## src/rtl/keystone_frame_sequencer_if.sv

```systemverilog
// Stream handshake bundle between the sequencer and its input/output stream neighbours.
interface keystone_frame_sequencer_if;
  logic valid;
  logic start_of_frame;
  logic end_of_line;
  logic ready;
  logic out_ready;
  logic out_valid;
  logic out_sof;
  logic out_eol;

  modport master (
    output valid, start_of_frame, end_of_line, out_ready,
    input  ready, out_valid, out_sof, out_eol
  );

  modport slave (
    input  valid, start_of_frame, end_of_line, out_ready,
    output ready, out_valid, out_sof, out_eol
  );
endinterface

```

## src/rtl/keystone_frame_sequencer.sv

```systemverilog
// Raster tracker for the keystone datapath pair: issues centred coordinates, latches
// the H matrix per frame and delays stream framing to match datapath latency.
module keystone_frame_sequencer #(
  parameter int WIDTH    = 1920,
  parameter int HEIGHT   = 1080,
  parameter int PIPE_LAT = 8
) (
  input  logic                     clock,
  input  logic                     reset,
  input  logic                     clock_en,
  input  logic [31:0][7:0]         m_map_registers,
  input  logic                     h_update,
  keystone_frame_sequencer_if.slave strm,
  output logic [31:0][7:0]         h_latched,
  output logic signed [31:0]       x_calc0,
  output logic signed [31:0]       x_calc1,
  output logic signed [31:0]       y_calc,
  output logic                     coord_valid,
  output logic [7:0]               status_and_debug
);

  localparam int CW     = $clog2(WIDTH + 1);
  localparam int RW     = $clog2(HEIGHT + 1);
  localparam int HALF_W = WIDTH / 2;
  localparam int HALF_H = HEIGHT / 2;

  localparam logic [0:0] IDLE   = 1'b0;
  localparam logic [0:0] ACTIVE = 1'b1;

  logic [0:0]    state;
  logic [0:0]    state_next;
  logic [CW-1:0] col;
  logic [RW-1:0] row;
  logic [CW-1:0] col_cur;
  logic [RW-1:0] row_cur;
  logic          accept;
  logic          sof;
  logic          processed;
  logic          at_last_col;
  logic          line_end;
  logic          frame_end;
  logic          eol_bad;
  logic          sof_bad;
  logic [2:0]    dly_in;
  logic [2:0]    dly [0:PIPE_LAT];
  logic          sof_err;
  logic          eol_err;
  logic          dropped;
  logic          h_pending;
  logic          frame_done;

  assign strm.ready     = clock_en & strm.out_ready;
  assign strm.out_valid = dly[PIPE_LAT][2];
  assign strm.out_sof   = dly[PIPE_LAT][1];
  assign strm.out_eol   = dly[PIPE_LAT][0];
  assign status_and_debug = {2'b00, frame_done, (state == ACTIVE), h_pending,
                             dropped, eol_err, sof_err};

  // Beat classification, raster position of the current beat and next FSM state.
  always_comb begin
    accept      = strm.valid & strm.ready;
    sof         = accept & strm.start_of_frame;
    processed   = sof | (accept & (state == ACTIVE));
    // A start-of-frame beat is always treated as pixel pair (0,0), resyncing the raster.
    col_cur     = sof ? CW'(0) : col;
    row_cur     = sof ? RW'(0) : row;
    at_last_col = (col_cur == CW'(WIDTH - 2));
    line_end    = processed & (at_last_col | strm.end_of_line);
    eol_bad     = processed & (at_last_col ^ strm.end_of_line);
    frame_end   = line_end & (row_cur == RW'(HEIGHT - 1));
    sof_bad     = sof & (state == ACTIVE) & ((col != CW'(0)) | (row != RW'(0)));
    dly_in      = processed ? {1'b1, sof, line_end} : 3'b000;
    case (state)
      IDLE:    state_next = (processed & ~frame_end) ? ACTIVE : IDLE;
      ACTIVE:  state_next = frame_end ? IDLE : ACTIVE;
      default: state_next = IDLE;
    endcase
  end

  // Raster counters, coordinate issue, sticky status and H latch.
  always_ff @(posedge clock or posedge reset) begin
    if (reset) begin
      state       <= IDLE;
      col         <= CW'(0);
      row         <= RW'(0);
      x_calc0     <= 32'sd0;
      x_calc1     <= 32'sd0;
      y_calc      <= 32'sd0;
      coord_valid <= 1'b0;
      frame_done  <= 1'b0;
      sof_err     <= 1'b0;
      eol_err     <= 1'b0;
      dropped     <= 1'b0;
      h_pending   <= 1'b0;
      h_latched   <= 256'd0;
    end else begin
      coord_valid <= processed;
      frame_done  <= frame_end;
      sof_err     <= sof_err | sof_bad;
      eol_err     <= eol_err | eol_bad;
      dropped     <= dropped | (accept & ~processed);
      if (processed) begin
        state   <= state_next;
        x_calc0 <= int'(col_cur) - HALF_W;
        x_calc1 <= int'(col_cur) + 32'sd1 - HALF_W;
        y_calc  <= int'(row_cur) - HALF_H;
        if (frame_end) begin
          col <= CW'(0);
          row <= RW'(0);
        end else if (line_end) begin
          col <= CW'(0);
          row <= row_cur + RW'(1);
        end else begin
          col <= col_cur + CW'(2);
          row <= row_cur;
        end
      end
      if (sof & (h_pending | h_update)) begin
        h_latched <= m_map_registers;
        h_pending <= 1'b0;
      end else if (clock_en & h_update) begin
        h_pending <= 1'b1;
      end
    end
  end

  // Framing delay line: one issue stage plus PIPE_LAT datapath stages, stalled with the stream.
  always_ff @(posedge clock or posedge reset) begin
    if (reset) begin
      for (int i = 0; i <= PIPE_LAT; i++) dly[i] <= 3'b000;
    end else if (strm.ready) begin
      dly[0] <= dly_in;
      for (int i = 1; i <= PIPE_LAT; i++) dly[i] <= dly[i-1];
    end
  end

endmodule

```

## src/flat_wrapper.sv

```systemverilog
// flat-port wrapper written by rule: the top's interface ports become plain ports
module keystone_frame_sequencer_flat 
#(
  parameter int WIDTH    = 1920,
  parameter int HEIGHT   = 1080,
  parameter int PIPE_LAT = 8
)
  (clock, reset, clock_en, m_map_registers, h_update, h_latched, x_calc0, x_calc1, y_calc, coord_valid, status_and_debug, strm_valid, strm_start_of_frame, strm_end_of_line, strm_out_ready, strm_ready, strm_out_valid, strm_out_sof, strm_out_eol);
  keystone_frame_sequencer_if strm_i ();
  input  logic clock;
  input  logic reset;
  input  logic clock_en;
  input  logic [31:0][7:0] m_map_registers;
  input  logic h_update;
  output logic [31:0][7:0] h_latched;
  output logic signed [31:0] x_calc0;
  output logic signed [31:0] x_calc1;
  output logic signed [31:0] y_calc;
  output logic coord_valid;
  output logic [7:0] status_and_debug;
  input wire logic [$bits(strm_i.valid)-1:0] strm_valid;
  input wire logic [$bits(strm_i.start_of_frame)-1:0] strm_start_of_frame;
  input wire logic [$bits(strm_i.end_of_line)-1:0] strm_end_of_line;
  input wire logic [$bits(strm_i.out_ready)-1:0] strm_out_ready;
  output wire logic [$bits(strm_i.ready)-1:0] strm_ready;
  output wire logic [$bits(strm_i.out_valid)-1:0] strm_out_valid;
  output wire logic [$bits(strm_i.out_sof)-1:0] strm_out_sof;
  output wire logic [$bits(strm_i.out_eol)-1:0] strm_out_eol;
  assign strm_i.valid = strm_valid;
  assign strm_i.start_of_frame = strm_start_of_frame;
  assign strm_i.end_of_line = strm_end_of_line;
  assign strm_i.out_ready = strm_out_ready;
  assign strm_ready = strm_i.ready;
  assign strm_out_valid = strm_i.out_valid;
  assign strm_out_sof = strm_i.out_sof;
  assign strm_out_eol = strm_i.out_eol;
  keystone_frame_sequencer #(.WIDTH(WIDTH), .HEIGHT(HEIGHT), .PIPE_LAT(PIPE_LAT)) u_core (.clock(clock), .reset(reset), .clock_en(clock_en), .m_map_registers(m_map_registers), .h_update(h_update), .strm(strm_i), .h_latched(h_latched), .x_calc0(x_calc0), .x_calc1(x_calc1), .y_calc(y_calc), .coord_valid(coord_valid), .status_and_debug(status_and_debug));
endmodule
```

## config.mk

```make
export PLATFORM = sky130hd
export DESIGN_NAME = keystone_frame_sequencer_flat
export DESIGN_NICKNAME = d
export VERILOG_FILES = /design/src/rtl/keystone_frame_sequencer_if.sv /design/src/rtl/keystone_frame_sequencer.sv /design/src/flat_wrapper.sv
export SDC_FILE = /design/constraint.sdc
export NUM_CORES = 1
export LEC_CHECK = 0
export CAP_MARGIN = 20
export CORE_AREA = 2 2 246 248
export DETAILED_ROUTE_END_ITERATION = 6
export DIE_AREA = 0 0 248 250
export DONT_BUFFER_PORTS = 1
export PLACE_DENSITY_LB_ADDON = 0.25
export SLEW_MARGIN = 5
export SYNTH_ARGS = -nofsm -noshare
export SYNTH_HDL_FRONTEND = slang
export SYNTH_SLANG_ARGS = --single-unit
```

## constraint.sdc

```tcl
create_clock -name clock -period 12 [get_ports clock]
set_input_delay 3 -clock clock [delete_from_list [all_inputs] [get_ports clock]]
set_output_delay 3 -clock clock [all_outputs]
set_load 0.02 [all_outputs]
```

Word level (Yosys, flattened, before mapping) --
Index checks and enable logic that the tools add are counted.
Operators by class: multiplexer cells 12, reductions and logical operators 3, bitwise logic cells 24, $add $sub $neg 6, equal/unequal tests 2
Operators with widths (count):
- two-way mux 11 bit | 6
- subtractor 32 x 11 -> 32 bit, second input constant | 1
- subtractor 11 x 10 -> 12 bit, second input constant | 2
- equality test 11 bit, second input constant | 2
- nonzero test 11 bit | 2
- bitwise AND 1 bit | 13
- adder 11 x 1 -> 12 bit, second input constant | 1
- adder 11 x 1 -> 11 bit, second input constant | 1
- adder 11 x 2 -> 11 bit, second input constant | 1
- bitwise OR 1 bit | 7
- two-way mux 1 bit | 4
- two-way mux 3 bit | 1
- NOT 1 bit | 3
- one-hot mux 1 bit (2 select lines) | 1
- nonzero test 2 bit | 1
- XOR 1 bit | 1
Word-level totals: bits in registers 408, bits of input ports 264, output and inout port bits 365, word-level logic and storage cells 100

Logic depth before layout (Yosys ltp) --
Gate-level depths: netlist (run 1).
depth in word-level cells 12, depth in mapped cells 15, mapped depth without buffers 13

Worst setup path before layout (run 1) --
No wires, ideal clock.
kind input -> output, start in clock_en, end out strm_ready, slack 5.253 ns, data arrival time 3.747 ns, data required time 9.000 ns, path buffers 1, cell stages on the path 3, cells stage by stage nand2_1 -> clkbuf_1 -> inv_1
Between the ends: longest elaborated chain between the ends 1
RTL lines:
- from (decl) | line flat_wrapper.sv:12 | input logic clock_en;
- bitwise AND 1 bit | line keystone_frame_sequencer.sv:52 | assign strm.ready = clock_en & strm.out_ready;
- to (decl) | line flat_wrapper.sv:25 | output wire logic [$bits(strm_i.ready)-1:0] strm_ready;
Every way passes these cells.

Final worst setup path (run 1) --
Same ends and word-level chain as after synthesis.

==> results of run 1 <==
-- power by group through the flow --
stage / sequential [mW] / combinational, mW / clock (mW)
floorplan: 1.92 / 0.380 / 0
global placement: 2.08 / 0.332 / 0
detailed placement: 2.08 / 0.347 / 0
CTS: 2.06 / 0.348 / 1.29
global route: 2.06 / 0.411 / 1.34
finish: 2.02 / 0.369 / 1.24
-- placed cells by master, fill, tap and decap left out, types with 7 or more instances in the layout --
cell and n:
ha_1 9, xnor2_1 10, mux2_2 285, dfrtp_1 351, nand3_1 9, buf_4 10, a21oi_1 13, nand4_1 8
xor2_1 10, o31ai_1 10, clkbuf_16 41, inv_1 8, nand2_1 67, nor2_1 28, clkbuf_8 11, o21ai_0 34
clkbuf_1 10, a21o_1 7
-- metal layers --
metal / up-vias / wire [um]
li1: 3517 / -
met5: - / 60
met2: 362 / 19100
met3: 81 / 3850
met4: 8 / 1020
met1: 4025 / 13800
-- kinds of logic after synthesis --
| family | count (synthesis) |
|---|---|
| adders and majority gates | 9 |
| AOI/OAI and AO/OA | 95 |
| other | 1 |
| muxes | 287 |
| buffers and inverters | 131 |
| DFF | 353 |
| xor gates and xnor gates | 20 |
| and+or+nand+nor | 159 |
-- final cells by class --
| class | count | area, um^2 |
|---|---|---|
| fill | 6082 | 43200 |
| tap | 782 | 978 |
| multi-input combinational | 572 | 4990 |
| inverter | 10 | 41.3 |
| timing repair buffer | 15 | 166 |
| clock inverter | 10 | 136 |
| clock buffer | 61 | 1210 |
| sequential | 353 | 8840 |
-- worst max path at each step --
stage	start	endpoint	slack [ns]
2_1_floorplan	reset	u_core.col[0]	4.27
3_3_place_gp	clock_en	strm_ready	5.32
3_5_place_dp	clock_en	strm_ready	5.34
4_1_cts	clock_en	strm_ready	5.34
5_1_grt	clock_en	strm_ready	5.29
6_report	clock_en	strm_ready	5.36
-- stage by stage --
step / area, um^2 / hold WS, ns / setup slack (ns)
final: 16400 / 0.477 / 5.36
after CTS: 16300 / 0.478 / 5.34
after global placement: 15000 / 0.457 / 5.32
after floorplan: 14600 / 0.429 / 4.27
after detailed placement: 15000 / 0.463 / 5.34
after global routing: 16400 / 0.498 / 5.29
-- critical path, cell delays in order --
cell and delay, ns:
nand2_1 0.09, buf_4 0.34, inv_1 0.19
-- state kept, by name, indices dropped and copies added, names as in the netlist --
name	flops
u_core.h_latched	256
u_core.dly	24
u_core.x_calc1	17
u_core.x_calc0	12
u_core.y_calc	12
u_core.col	11
u_core.row	11
u_core.coord_valid	1
u_core.dropped	1
u_core.eol_err	1
u_core.frame_done	1
u_core.h_pending	1
u_core.sof_err	1
u_core.state	1
u_core.strm.out_eol	1
u_core.strm.out_sof	1
u_core.strm.out_valid	1
==> results.txt, run 1 <==
----------------------------------------------------
[Clock tree]
  CTS tree ... done
  Sink Count ... 353
  Post-cts hold buffer count ... 0
  Clock-pin slew on the worst setup and hold paths ... 0.06 ns
  CTS max path bufs ... 3
  Total CTS buffers ... 40
  Clock Latency Late Sink ... 0.53 ns
  Quantity of gates resized following cts ... 0
  H-tree levels ... 2
  Setup repair bufs after CTS ... 0
  Buffer cell driving the clock tree root ... clkbuf_16

[Detailed routing]
  Detailed-route via count ... 7993
  Final routed DRC violation total ... 0
  Number of DRC markers in iteration 0 ... 352
  Number of routed nets with antenna violations ... 0
  Total iterations of the first detailed-routing run ... 4
  Average routed wire per standard cell ... 21.0 um
  Final wirelength ... 37800 um
  Detail-routed via count per cell ... 4.43

[Timing]
  Final Hold Violating Endpoints ... 0
  Final TNS setup ... 0 ns
  Shortest clock period the worst path allows after layout ... 6.64 ns
  Top achievable clock speed ... 0.151 GHz
  Final setup violation count ... 0
  Max-slew violation total from the final report ... 0
  Final period util ... 55.4%
  Setup repair after global routing missed its margin ... no
  Clock Skew ... 0.0125 ns
  Transition time at the pin with the least slew margin ... 1.17 ns
  Headroom to the max-slew limit ... 22.5%

[Synth]
  Dominant combinational cell family by area after synthesis ... multiplexers
  Cell taking the most area after synthesis ... dfrtp_1
  Synthesized netlist cell count ... 1055
  Top cell type's share of synthesized area ... 60.4%
  Count of different cell masters after synthesis ... 58
  Area of the mapped netlist ... 14600 um^2
  Synth top area cells ... dfrtp_1, mux2_2, buf_4
  Area fraction in compound gates after synthesis ... 4.25%
  Share of synthesized cell area in full adder, half adder and majority cells ... 0.769%
  Ranking of synthesized cells by instance count ... dfrtp_1, mux2_2, buf_4
  Sequential-to-total area share from yosys stat ... 60.4%
  Share of flip-flops with an asynchronous set or reset after synthesis ... 100%
  Flip-flop and latch count after synthesis ... 353
  Xor and xnor fraction of the mapped netlist area ... 1.20%
  Synth warnings ... 0
  Mux cell area share after synthesis ... 22.1%
  Count of flip-flops with a built-in enable after synthesis ... 0
  Primary FF master, synth ... dfrtp_1
  Mean area per synthesized cell ... 13.9 um^2
  Area share of and/or/nand/nor cells after synthesis ... 5.61%
  Most used standard cell by instance count after synthesis ... dfrtp_1

[Global route]
  Largest net degree at the start of global routing ... 153
  Total gr overflow ... 0
  GR peak layer ... met2
  Met2 GRT Util ... 19.8%
  Wire length of the first global-routing pass ... 54400 um
  Met1 track demand over resource ... 12.9%
  Global routing usage summed across all routing layers ... 11.5%
  Initial antenna violation count ... 5
  Met3 routing resource usage after global routing ... 4.62%
  Number of global-route vias before repair ... 8157

[Layout]
  Number of antenna cells inserted ... 0
  Fraction of layout cells with a size suffix above 1 ... 37.2%
  Area growth syn-to-layout ... 11.8%
  Final net count ... 1265
  Number of non-filler instances in the completed layout ... 1803
  Utilization after layout ... 27.5%

[Min path]
  Worst-case hold path end point ... u_core.dly[26]
  Worst Min Path Start ... u_core.dly[26]
  Worst Hold Class ... register to register
  Number of stages on the worst hold path ... 2

[Setup path]
  Register-to-Register Setup Slack ... 8.90 ns
  Required time at the worst-slack endpoint ... 9.00 ns
  Largest fanout of any net on the critical path ... 28
  Crit. End Element ... output port
  Critical register-to-register path endpoint ... u_core.row[4]
  Worst Setup Path Type ... input port to output port
  R2r startpoint ... u_core.col[6]
  CP Data Arrival Time ... 3.64 ns
  Number of cells on the worst reg-to-reg path ... 8
  CP Launch Type ... input port

[Floorplan]
  Die width ... 248 um
  IO Count ... 629
  Core ar. ... 59600 um^2
  Chip height ... 250 um
  Area of the die ... 62000 um^2
  Total number of placement rows ... 90
  Effective utilization at floorplan ... 24.6%

[Power and ir drop]
  VDD IR max ... 116 uV
  Share of total power in the clock network ... 34.1%
  Total power of the final layout ... 3.63 mW
  Switching power ... 1.19 mW
  Net switching fraction of the power ... 32.9%
  Internal power of the cells ... 2.44 mW
  Combinational group share of total power ... 10.2%
  Leak Pwr ... 6.86 nW
  Sequential cell fraction of total power ... 55.8%
  Power per standard cell area ... 222 nW/um^2

[Place]
  Buffers on Ports ... 0
  Placer congestion estimate ... 0.787
  Inst Count DP ... 1729
  Half-perimeter wire length after detailed placement ... 28000 um

[Run]
  # Max-Cap Violations ... 0

[Run status]
  Outcome ... finished clean

----------------------------------------------------
No activity file was read; power rests on OpenSTA's default activity.
==> inputs of run 2 (changes only) <==
Clock period 12 ns to 5.8 ns, I/O delays scaled along.
==> results.txt, run 2 (same netlist as run 1, synthesis figures left out) <==
----------------------------------------------------
[Setup path]
  CP peak stage delay ... 0.60 ns
  CP Data Arrival Time ... 4.65 ns
  Critical-path cell list ... nand4_1, and2_1, inv_1, ha_1, nand4_1, ha_1, nor2b_1, nand4_2, nor4b_4, o31ai_1, a22o_1
  Largest fanout of any net on the critical path ... 14
  Worst Setup Path Type ... input port to register
  Required time at the worst-slack endpoint ... 6.24 ns
  Register-to-Register Setup Slack ... 2.64 ns
  Critical path's slowest cell ... nor4b_4
  Buffers and inverters on the worst path ... 1
  R2r startpoint ... u_core.col[6]
  CP Launch Type ... input port
  Crit. End Element ... register
  Critical register-to-register path endpoint ... u_core.row[4]
  Cell type group with the largest total delay on the critical path ... simple AND/OR/NAND/NOR gates
  Number of cells on the worst reg-to-reg path ... 8

[Clock tree]
  Quantity of gates resized following cts ... 0
  Total CTS buffers ... 39
  Clock Latency Late Sink ... 0.55 ns
  H-tree levels ... 2
  Setup repair bufs after CTS ... 0
  CTS tree ... done
  Buffer cell driving the clock tree root ... clkbuf_16
  Clock-pin slew on the worst setup and hold paths ... 0.06 ns
  Sink Count ... 353
  Post-cts hold buffer count ... 0
  CTS max path bufs ... 3

[Detailed routing]
  Final routed DRC violation total ... 0
  Met1 wire length ... 14400 um
  Met2 Wirelength ... 19700 um
  Top Metal Used ... met5
  Number of routed nets with antenna violations ... 0
  Average routed wire per standard cell ... 21.4 um
  Detailed-route via count ... 7983
  Final wirelength ... 38800 um
  Metal3 WL ... 3770 um
  Total iterations of the first detailed-routing run ... 4
  Detail-routed via count per cell ... 4.42
  Number of DRC markers in iteration 0 ... 477

[Place]
  Half-perimeter wire length after detailed placement ... 28800 um
  Placer congestion estimate ... 0.798
  Buffers on Ports ... 0
  Area post-placement ... 15000 um^2

[Global route]
  Total gr overflow ... 0
  Initial antenna violation count ... 4
  Number of global-route vias before repair ... 8203
  Global routing usage summed across all routing layers ... 11.8%
  Wire length of the first global-routing pass ... 55300 um
  Largest net degree at the start of global routing ... 153

[Floorplan]
  IO Count ... 629
  Core ar. ... 59600 um^2
  Total number of placement rows ... 90
  Area of the die ... 62000 um^2
  Effective utilization at floorplan ... 24.6%
  Die width ... 248 um
  Chip height ... 250 um

[Timing]
  Final period util ... 72.6%
  Clock Skew ... 0.0184 ns
  Headroom to the max-slew limit ... 29.2%
  Final Hold Violating Endpoints ... 0
  Transition time at the pin with the least slew margin ... 1.06 ns
  Max-slew violation total from the final report ... 0
  Hold_ws ... 0.473 ns
  Final setup violation count ... 0
  Setup repair after global routing missed its margin ... no
  Top achievable clock speed ... 0.237 GHz
  Shortest clock period the worst path allows after layout ... 4.21 ns

[Layout]
  Fraction of layout cells with a size suffix above 1 ... 37.7%
  Biggest regs ... u_core.h_latched: 256 flops, u_core.dly: 24 flops, u_core.x_calc1: 17 flops
  Post-route cell area ... 16300 um^2
  Storage cell area ... 8840 um^2
  Flip-flop count of the largest register, all copies and words added ... 256
  Largest register by flop count ... u_core.h_latched
  Final net count ... 1268
  Area growth syn-to-layout ... 11.6%
  Fillcell total ... 6103
  Most common library cell in the layout ignoring fill and taps ... dfrtp_1
  Footprint of the multi-input gates ... 4990 um^2
  Most used cells in the layout excluding fill and tap cells ... dfrtp_1, mux2_2, nand2_1, clkbuf_16, o21ai_0

[Power and ir drop]
  Leak Pwr ... 6.85 nW
  Power per standard cell area ... 453 nW/um^2
  Total power of the final layout ... 7.40 mW
  VDD IR max ... 224 uV

[Min path]
  Worst-case hold path end point ... u_core.dly[25]
  Number of stages on the worst hold path ... 2
  Worst Hold Class ... register to register
  Worst Min Path Start ... u_core.dly[25]

[Run]
  # Max-Cap Violations ... 0

[Run status]
  Outcome ... finished clean

----------------------------------------------------
-- run 2: how the worst max path moves through the flow --
stage          slack [ns]            end  cells after the start                 from
2_1_floorplan       -0.38  u_core.col[0]                      1                reset
3_3_place_gp         1.15  u_core.row[4]                     11  strm_start_of_frame
3_5_place_dp         1.05  u_core.row[4]                     11  strm_start_of_frame
4_1_cts              1.63  u_core.row[4]                     11  strm_start_of_frame
5_1_grt              1.35  u_core.row[4]                     11  strm_start_of_frame
6_report             1.59  u_core.row[4]                     11  strm_start_of_frame
-- run 2: worst reg2reg max path: cells and delay by family, from the launching register on --
kind                       cells  cell delay [ns]
AOI/OAI and AO/OA              2             0.40
DFF                            1             0.73
and+or+nand+nor                5             1.56
adders and majority gates      1             0.36
-- run 2: layout make-up --
type                            instances  area share [%]
Tap cell                              782            5.99
Inverter                               10           0.253
Antenna cell                            1          0.0153
Clock buffer                           57            7.07
Multi-Input combinational cell        572            30.5
Clock inverter                         14           0.782
Sequential cell                       353            54.1
Timing Repair Buffer                   19            1.20
-- run 2: power by group --
| part | internal (mW) | leakage, nW | switching, mW | total, mW |
|---|---|---|---|---|
| registers | 3.03 | 4.31 | 1.21 | 4.24 |
| clock network | 1.44 | 0.621 | 1.01 | 2.45 |
| logic | 0.439 | 1.92 | 0.276 | 0.715 |
-- run 2: per-layer routing --
layer | GRT usage, % | vias up
met2 | 20.3 | 368
li1 | - | 3513
met1 | 13.5 | 4030
met5 | 0 | -
met3 | 4.27 | 68
met4 | 3.66 | 4
-- run 2: stage by stage --
step	util (%)	instances	setup WS [ns]	setup TNS [ns]
floorplan	-	1056	-0.378	-133.57
detailed placement	25.2	1735	1.05	0
global route	27.4	1808	1.35	0
CTS	27.4	1806	1.63	0
global placement	25.2	1735	1.15	0
finish	27.4	1808	1.59	0
